## config.mk

```make
export PLATFORM = sky130hd
export DESIGN_NAME = adder16_cla_flat
export DESIGN_NICKNAME = d
export VERILOG_FILES = /design/src/rtl/mult_pkg.sv /design/src/rtl/adder16_cla_if.sv /design/src/rtl/cla4_group.sv /design/src/rtl/adder16_cla.sv /design/src/flat_wrapper.sv
export SDC_FILE = /design/constraint.sdc
export NUM_CORES = 1
export LEC_CHECK = 0
export ABC_AREA = 1
export ABC_CLOCK_PERIOD_IN_PS = 4820
export CAP_MARGIN = 15
export CORE_UTILIZATION = 30
export DETAILED_ROUTE_END_ITERATION = 6
export PLACE_DENSITY_LB_ADDON = 0.12
export SETUP_SLACK_MARGIN = 0.1
export SLEW_MARGIN = 20
export SYNTH_ARGS = -nofsm -noshare
export SYNTH_HDL_FRONTEND = slang
export SYNTH_SLANG_ARGS = --single-unit
```

## constraint.sdc

```tcl
create_clock -name Clock -period 4.82 [get_ports Clock]
set_input_delay 1.446 -clock Clock [delete_from_list [all_inputs] [get_ports Clock]]
set_output_delay 1.446 -clock Clock [all_outputs]
set_load 0.005 [all_outputs]
```

## src/rtl/mult_pkg.sv

```systemverilog
// Shared widths and types for the multiplier datapath adder.
package mult_pkg;
    localparam int ADDER_WIDTH = 16;
    localparam int ADDER_GROUP = 4;

    typedef logic [ADDER_WIDTH-1:0] operand_t;
    typedef logic [ADDER_WIDTH:0]   soma_t;
endpackage

```

## src/rtl/adder16_cla_if.sv

```systemverilog
// Operand/result bundle between the partial-product accumulator and the CLA adder.
interface adder16_cla_if;
    import mult_pkg::*;

    logic     Entrada_Valida;
    operand_t OperandoA;
    operand_t OperandoB;
    soma_t    Soma;
    soma_t    Soma_Reg;
    logic     Saida_Valida;

    modport master (
        output Entrada_Valida, OperandoA, OperandoB,
        input  Soma, Soma_Reg, Saida_Valida
    );

    modport slave (
        input  Entrada_Valida, OperandoA, OperandoB,
        output Soma, Soma_Reg, Saida_Valida
    );
endinterface

```

## src/rtl/cla4_group.sv

```systemverilog
// 4-bit carry-lookahead group: local sum from its carry-in plus group generate/propagate.
module cla4_group (
    input  logic [3:0] i_a,
    input  logic [3:0] i_b,
    input  logic       i_cin,
    output logic [3:0] o_sum,
    output logic       o_g,
    output logic       o_p
);
    logic [3:0] w_g;
    logic [3:0] w_p;
    logic [3:0] w_c;

    assign w_g = i_a & i_b;
    assign w_p = i_a ^ i_b;

    assign w_c[0] = i_cin;
    assign w_c[1] = w_g[0] | (w_p[0] & i_cin);
    assign w_c[2] = w_g[1] | (w_p[1] & w_g[0]) | (w_p[1] & w_p[0] & i_cin);
    assign w_c[3] = w_g[2] | (w_p[2] & w_g[1]) | (w_p[2] & w_p[1] & w_g[0])
                  | (w_p[2] & w_p[1] & w_p[0] & i_cin);

    assign o_sum = w_p ^ w_c;

    // Group terms are independent of i_cin so the upper lookahead level never waits on it.
    assign o_g = w_g[3] | (w_p[3] & w_g[2]) | (w_p[3] & w_p[2] & w_g[1])
               | (w_p[3] & w_p[2] & w_p[1] & w_g[0]);
    assign o_p = &w_p;
endmodule

```

## src/rtl/adder16_cla.sv

```systemverilog
// Two-level carry-lookahead adder with combinational sum and a registered, valid-tagged copy.
module adder16_cla
    import mult_pkg::*;
#(
    parameter int WIDTH = ADDER_WIDTH,
    parameter int GROUP = ADDER_GROUP
) (
    input  logic         Clock,
    input  logic         Reset_n,
    adder16_cla_if.slave bus
);
    localparam int NG = WIDTH / GROUP;

    logic [NG-1:0]  w_grp_g;
    logic [NG-1:0]  w_grp_p;
    logic [NG:0]    w_carry;
    logic [WIDTH-1:0] w_sum;
    logic [WIDTH:0] w_soma;

    logic [WIDTH:0] r_soma_reg;
    logic           r_saida_valida;

    // Carry into group k as a flat sum of products over lower groups (carry-in to group 0 is 0).
    function automatic logic lookahead_carry(
        input logic [NG-1:0] g,
        input logic [NG-1:0] p,
        input int            k
    );
        logic c;
        logic term;
        c = 1'b0;
        for (int j = 0; j < NG; j++) begin
            if (j < k) begin
                term = g[j];
                for (int m = 0; m < NG; m++) begin
                    if ((m > j) && (m < k)) begin
                        term = term & p[m];
                    end
                end
                c = c | term;
            end
        end
        return c;
    endfunction

    assign w_carry[0] = 1'b0;

    generate
        for (genvar gi = 0; gi < NG; gi++) begin : g_group
            cla4_group u_grp (
                .i_a   (bus.OperandoA[gi*GROUP +: GROUP]),
                .i_b   (bus.OperandoB[gi*GROUP +: GROUP]),
                .i_cin (w_carry[gi]),
                .o_sum (w_sum[gi*GROUP +: GROUP]),
                .o_g   (w_grp_g[gi]),
                .o_p   (w_grp_p[gi])
            );

            assign w_carry[gi+1] = lookahead_carry(w_grp_g, w_grp_p, gi + 1);
        end
    endgenerate

    assign w_soma = {w_carry[NG], w_sum};

    always_ff @(posedge Clock or negedge Reset_n) begin
        if (!Reset_n) begin
            r_soma_reg     <= '0;
            r_saida_valida <= 1'b0;
        end else if (bus.Entrada_Valida) begin
            r_soma_reg     <= w_soma;
            r_saida_valida <= 1'b1;
        end else begin
            r_saida_valida <= 1'b0;
        end
    end

    assign bus.Soma         = w_soma;
    assign bus.Soma_Reg     = r_soma_reg;
    assign bus.Saida_Valida = r_saida_valida;
endmodule

```

## src/flat_wrapper.sv

```systemverilog
// flat-port wrapper written by rule: the top's interface ports become plain ports
module adder16_cla_flat import mult_pkg::*;
#(
    parameter int WIDTH = ADDER_WIDTH,
    parameter int GROUP = ADDER_GROUP
)
  (Clock, Reset_n, bus_Entrada_Valida, bus_OperandoA, bus_OperandoB, bus_Soma, bus_Soma_Reg, bus_Saida_Valida);
  adder16_cla_if bus_i ();
  input  logic Clock;
  input  logic Reset_n;
  input wire logic [$bits(bus_i.Entrada_Valida)-1:0] bus_Entrada_Valida;
  input wire logic [$bits(bus_i.OperandoA)-1:0] bus_OperandoA;
  input wire logic [$bits(bus_i.OperandoB)-1:0] bus_OperandoB;
  output wire logic [$bits(bus_i.Soma)-1:0] bus_Soma;
  output wire logic [$bits(bus_i.Soma_Reg)-1:0] bus_Soma_Reg;
  output wire logic [$bits(bus_i.Saida_Valida)-1:0] bus_Saida_Valida;
  assign bus_i.Entrada_Valida = bus_Entrada_Valida;
  assign bus_i.OperandoA = bus_OperandoA;
  assign bus_i.OperandoB = bus_OperandoB;
  assign bus_Soma = bus_i.Soma;
  assign bus_Soma_Reg = bus_i.Soma_Reg;
  assign bus_Saida_Valida = bus_i.Saida_Valida;
  adder16_cla #(.WIDTH(WIDTH), .GROUP(GROUP)) u_core (.Clock(Clock), .Reset_n(Reset_n), .bus(bus_i));
endmodule
```

After elaboration in Yosys (flattened, before gate mapping)
Index checks and enable logic that the tools add are counted.

Register bits after elaboration: 18. Input port bits: 35. Output and inout port bits: 35.

Muxes and demuxes: 1. Bitwise operators: 108. Reduce and logical (&&, ||, !) cells: 3.

Operators with widths (number): 1-bit AND (57); 1-bit OR (39); 4-bit XOR (8); 4-bit AND (4); 4-bit AND reduction (3); 1-bit two-way mux (1).

Depth between registers and ports, before layout
Word-level depth: 12. Depth in mapped cells: 12.

Hierarchy
A second synthesis with hierarchy kept.

Cell total of the unflattened synthesis: 210. Area, all modules: 1580.3 um2.

Modules (own cells, without submodules): adder16_cla (times used 1, cells each 82, area each 757.0 um2); cla4_group at u_core.g_group[2].u_grp ... (times used 2, cells each 32, area each 210.2 um2); cla4_group at u_core.g_group[0].u_grp ... (times used 2, cells each 32, area each 201.4 um2).

Least setup slack after synthesis
Ideal clock, no wire load.

Path kind: input port to output port. Start: in bus_OperandoB[3]. End: out bus_Soma[9]. Arrival time: 2.856 ns. Data required time: 3.374 ns. Slack: 0.518 ns. Stages: 8. Path buffers: 0. Cell sequence: ha_1 -> or2_0 -> nand2_1 -> nand2_4 -> nand2_2 -> nand2_2 -> fa_1 -> xor2_1.

Cells in the longest elaborated chain, start to end: 10. Elaborated cells on any way between the ends: 15. Those cells by class: 15 x bitwise.

RTL lines: start, declared (line flat_wrapper.sv:13) `input wire logic [$bits(bus_i.OperandoB)-1:0] bus_OperandoB;`; 4-bit XOR (line cla4_group.sv:15) `assign w_p = i_a ^ i_b;`; 1-bit AND (on tied branches) (line cla4_group.sv:26, cla4_group.sv:27); 1-bit OR, or another cell as far along (line cla4_group.sv:26) `assign o_g = w_g[3] | (w_p[3] & w_g[2]) | (w_p[3] & w_p[2] & w_g[1])`; 1-bit OR or 1-bit AND (tied branches) (line cla4_group.sv:26, cla4_group.sv:27); 1-bit OR (*) (line cla4_group.sv:27) `| (w_p[3] & w_p[2] & w_p[1] & w_g[0]);`; 1-bit AND (*) (line adder16_cla.sv:37) `term = term & p[m];`; 1-bit OR (*) (line adder16_cla.sv:40) `c = c | term;`; 1-bit AND (*) (line cla4_group.sv:18) `assign w_c[1] = w_g[0] | (w_p[0] & i_cin);`; 1-bit OR (*) (line cla4_group.sv:18); 4-bit XOR (*) (line cla4_group.sv:23) `assign o_sum = w_p ^ w_c;`; end, declared (line flat_wrapper.sv:14) `output wire logic [$bits(bus_i.Soma)-1:0] bus_Soma;`.

Mark *: on every way between the ends. The rest lies on a longest branch, timed or not.

Final worst setup path
Start: in bus_OperandoA[0]. End: out bus_Soma[10].

Cells in the longest elaborated chain, start to end: 8.

RTL lines: start, declared (line flat_wrapper.sv:12) `input wire logic [$bits(bus_i.OperandoA)-1:0] bus_OperandoA;`; 4-bit AND (line cla4_group.sv:14) `assign w_g = i_a & i_b;`; 1-bit AND (line cla4_group.sv:27); 1-bit OR (line cla4_group.sv:27); 1-bit AND (line adder16_cla.sv:37); 1-bit OR (line adder16_cla.sv:40); 1-bit AND (line cla4_group.sv:19) `assign w_c[2] = w_g[1] | (w_p[1] & w_g[0]) | (w_p[1] & w_p[0] & i_cin);`; 1-bit OR (line cla4_group.sv:19); 4-bit XOR (line cla4_group.sv:23).

Every way passes these cells.

==> run_results.csv <==
group,metric,value,unit
global_route,met1_usage,0.214,
power_and_ir_drop,p_comb_frac,0.517,
sta,setup_viol,0,
floorplanning,core,4500,sq um
detailed_routing,first_pass_iters,3,
sta,max-slew-margin-rel,0.454,
yosys,synth_seq_cells,18,
floorplanning,ios,70,
detailed_routing,first_iter_violations,29,
power_and_ir_drop,power,0.652,mW
clock_tree,cts_tree,"done",
setup_path,rr_startpoint,"u_core.bus.Soma_Reg[12]$_DFFE_PN0P_",
cells_and_area,fin_nets,357,
power_and_ir_drop,swShare,0.309,
setup_path,end_kind,"output pin",
setup_path,crit_arrival,3.22,ns
setup_path,start_kind,"input pin",
floorplanning,initial_utilization,0.322,
cells_and_area,diodes,0,
cells_and_area,layout_commonest_cell,"nand2_1",
clock_tree,cts_root_buffer,"clkbuf_8",
floorplanning,die_height,71.6,um
power_and_ir_drop,p_clk_frac,0.191,
setup_path,worstSetupPathType,"input pin to output pin",
place,place_inst,343,
sta,worst_slew_pin_slew,0.817,ns
yosys,synthesis.nets,240,
global_route,grt_max_degree,20,
detailed_routing,wl,3980,um
global_route,use_met3,0.0380,
setup_path,worstPathRequired,3.37,ns
run_status,status,"finished, final reports clean",
sta,rsz0062_at_grt,"yes",
sta,final_max_slew_viol_count,0,
yosys,synthCells,185,
detailed_routing,vias_per_cell,4.54,
setup_path,r2r_end,"u_core.bus.Soma_Reg[12]$_DFFE_PN0P_",
power_and_ir_drop,power.leakage,1.36,nW
yosys,synth_ff_type,"dfrtp_1",
yosys,syn-cell-area,1450,sq um
worst_hold_path,holdCritPathClass,"register to register",
detailed_routing,ant_nets,0,
global_route,busiest_layer,"met2",
sta,tns,0,ns
cells_and_area,final_cell_mix,"68 x nand2_1, 45 x buf_4, 34 x clkdlybuf4s50_1",
clock_tree,hold_buffers,0,
floorplanning,die_x,71.6,um
yosys,synth_edf_count,0,
clock_tree,clkLatencyLatePin,0.25,ns
clock_tree,cts_made_buffers,3,
setup_path,startpoint,"bus_OperandoA[0]",
cells_and_area,area_delta_synth_final,87.0,%
global_route,grt_pass1_vias,1582,
yosys,synth_cell_type_count,24,
place,port_buffers,69,
clock_tree,clk_pin_slew_worst_paths,0.07,ns
global_route,antenna_found_initial,0,
cells_and_area,drive_gt1_frac,0.316,
cells_and_area,final-seq-area,450,sq um
setup_path,worstPathMaxFanout,5,
floorplanning,row_count,24,
detailed_routing,vias,1603,
place,place.gp.congestion,0.800,
clock_tree,cts.sinks,18,
global_route,use_met2,0.306,
cells_and_area,final_cells,353,
sta,period_share,0.968,
sta,fin_skew,0,ns
setup_path,r2r_slack,4.19,ns
clock_tree,htree_levels,1,
global_route,grt_pass1_wl,6890,um
place,dpl.hpwl,3030,um
yosys,yosysWarnings,0,
sta,fmax,214,MHz
detailed_routing,route.detailed.drc,0,
floorplanning,dieArea,5120,sq um
cells_and_area,multiInputGateArea,1130,sq um
power_and_ir_drop,p_switching,0.202,mW
power_and_ir_drop,ir_worst_vdd,0.118,mV
yosys,ys_seq_area_frac,0.310,
sta,hold_viol,0,
yosys,synthArstFlopShare,1.00,
power_and_ir_drop,p_int,0.450,mW
power_and_ir_drop,power_density,240,nW/um^2
setup_path,r2r_cells,2,
power_and_ir_drop,power_frac_seq,0.291,
clock_tree,clock_path_buffers,2,
cells_and_area,num-fill-cells,420,
cells_and_area,final_util,0.603,
global_route,grt.total_usage,0.170,
global_route,grt-ovfl-total,0,
run,cap_violations,0,
yosys,synth_area_per_cell,7.85,sq um
detailed_routing,wl_per_cell,11.3,um
sta,layout_min_cycle_time,4.67,ns
setup_path,cp-endpoint,"bus_Soma[10]",
## per-stage QoR
| step | hold slack [ns] | setup slack [ns] | area (sq um) |
|---|---|---|---|
| finish | 0.475 | 0.153 | 2710 |
| global route | 0.501 | 0.0743 | 2710 |
| CTS | 0.477 | 0.0983 | 2650 |
| detailed placement | 0.459 | -0.478 | 2490 |
| global placement | 0.458 | -0.447 | 2490 |
| floorplan | 0.465 | 0.518 | 1450 |
## critical path, cell delays in order
cell	delay (ns)
clkdlybuf4s50_1	0.46
ha_2	0.18
nand4_1	0.15
nand2_4	0.14
nand2_2	0.06
nand2_2	0.09
buf_6	0.11
nand3_2	0.06
nand2_1	0.06
nand2_1	0.05
and2_1	0.14
dlygate4sd2_1	0.26
## Yosys cell counts, types with 2 or more instances
| master | instances | share of area |
|---|---|---|
| nand2_1 | 75 | 0.19 |
| nand3_2 | 5 | 0.034 |
| xor2_1 | 5 | 0.030 |
| nor2_4 | 2 | 0.016 |
| clkbuf_1 | 2 | 0.0052 |
| nand3b_1 | 3 | 0.016 |
| fa_1 | 4 | 0.055 |
| nand2_2 | 3 | 0.013 |
| nand3_1 | 11 | 0.038 |
| ha_1 | 16 | 0.14 |
| and2_1 | 5 | 0.022 |
| a21oi_1 | 6 | 0.021 |
| dfrtp_1 | 18 | 0.31 |
| nand4_1 | 4 | 0.017 |
| nor2_1 | 9 | 0.023 |
| inv_1 | 9 | 0.023 |
## what timing repair did
| action | 4_1_cts | 5_1_grt |
|---|---|---|
| pin swaps | 29 | 13 |
| buffers inserted | 4 | 2 |
| endpoints found under the hold margin | 0 | 0 |
| resized for setup | 58 | 22 |
| endpoints found under the setup margin | 14 | 10 |
## layout make-up
class | count | share of cell area
Inverter | 10 | 0.0138
Tap cell | 52 | 0.0240
Clock buffer | 4 | 0.0203
Multi-Input combinational cell | 154 | 0.415
Timing Repair Buffer | 115 | 0.361
Sequential cell | 18 | 0.166
## logic make-up after synthesis
| logic type | share of synthesized area |
|---|---|
| flops | 0.310 |
| fa+ha+maj | 0.193 |
| compound gates | 0.0284 |
| simple gates | 0.392 |
| buf+inv | 0.0345 |
| xor+xnor | 0.0414 |
## worst min-delay path by stage
stage	startpoint	endpoint	slack, ns	cells after the start
floorplan	u_core.bus.Soma_Reg[0]$_DFFE_PN0P_	u_core.bus.Soma_Reg[0]$_DFFE_PN0P_	0.47	2
global placement	u_core.bus.Soma_Reg[1]$_DFFE_PN0P_	u_core.bus.Soma_Reg[1]$_DFFE_PN0P_	0.46	2
detailed placement	u_core.bus.Soma_Reg[4]$_DFFE_PN0P_	u_core.bus.Soma_Reg[4]$_DFFE_PN0P_	0.46	2
CTS	u_core.bus.Soma_Reg[4]$_DFFE_PN0P_	u_core.bus.Soma_Reg[4]$_DFFE_PN0P_	0.48	2
global route	u_core.bus.Soma_Reg[13]$_DFFE_PN0P_	u_core.bus.Soma_Reg[13]$_DFFE_PN0P_	0.50	2
finish	u_core.bus.Soma_Reg[0]$_DFFE_PN0P_	u_core.bus.Soma_Reg[0]$_DFFE_PN0P_	0.48	2
## power groups by stage
stage | clock network [mW] | registers, mW | logic (mW)
after global routing | 0.137 | 0.193 | 0.376
after CTS | 0.130 | 0.190 | 0.328
after global placement | 0 | 0.192 | 0.325
after floorplan | 0 | 0.194 | 0.117
final | 0.124 | 0.190 | 0.337
after detailed placement | 0 | 0.193 | 0.328
## per-layer routing
metal / wire, um / vias to the layer above
met3: 171 / 2
met5: 0 / -
met4: 10 / 0
met1: 1870 / 729
li1: - / 831
met2: 1930 / 41
## registers in the layout, summed over array words and instances, names as in the netlist
name                     flops
u_core.bus.Soma_Reg         17
u_core.bus.Saida_Valida      1
No activity file was read; power rests on OpenSTA's default activity.
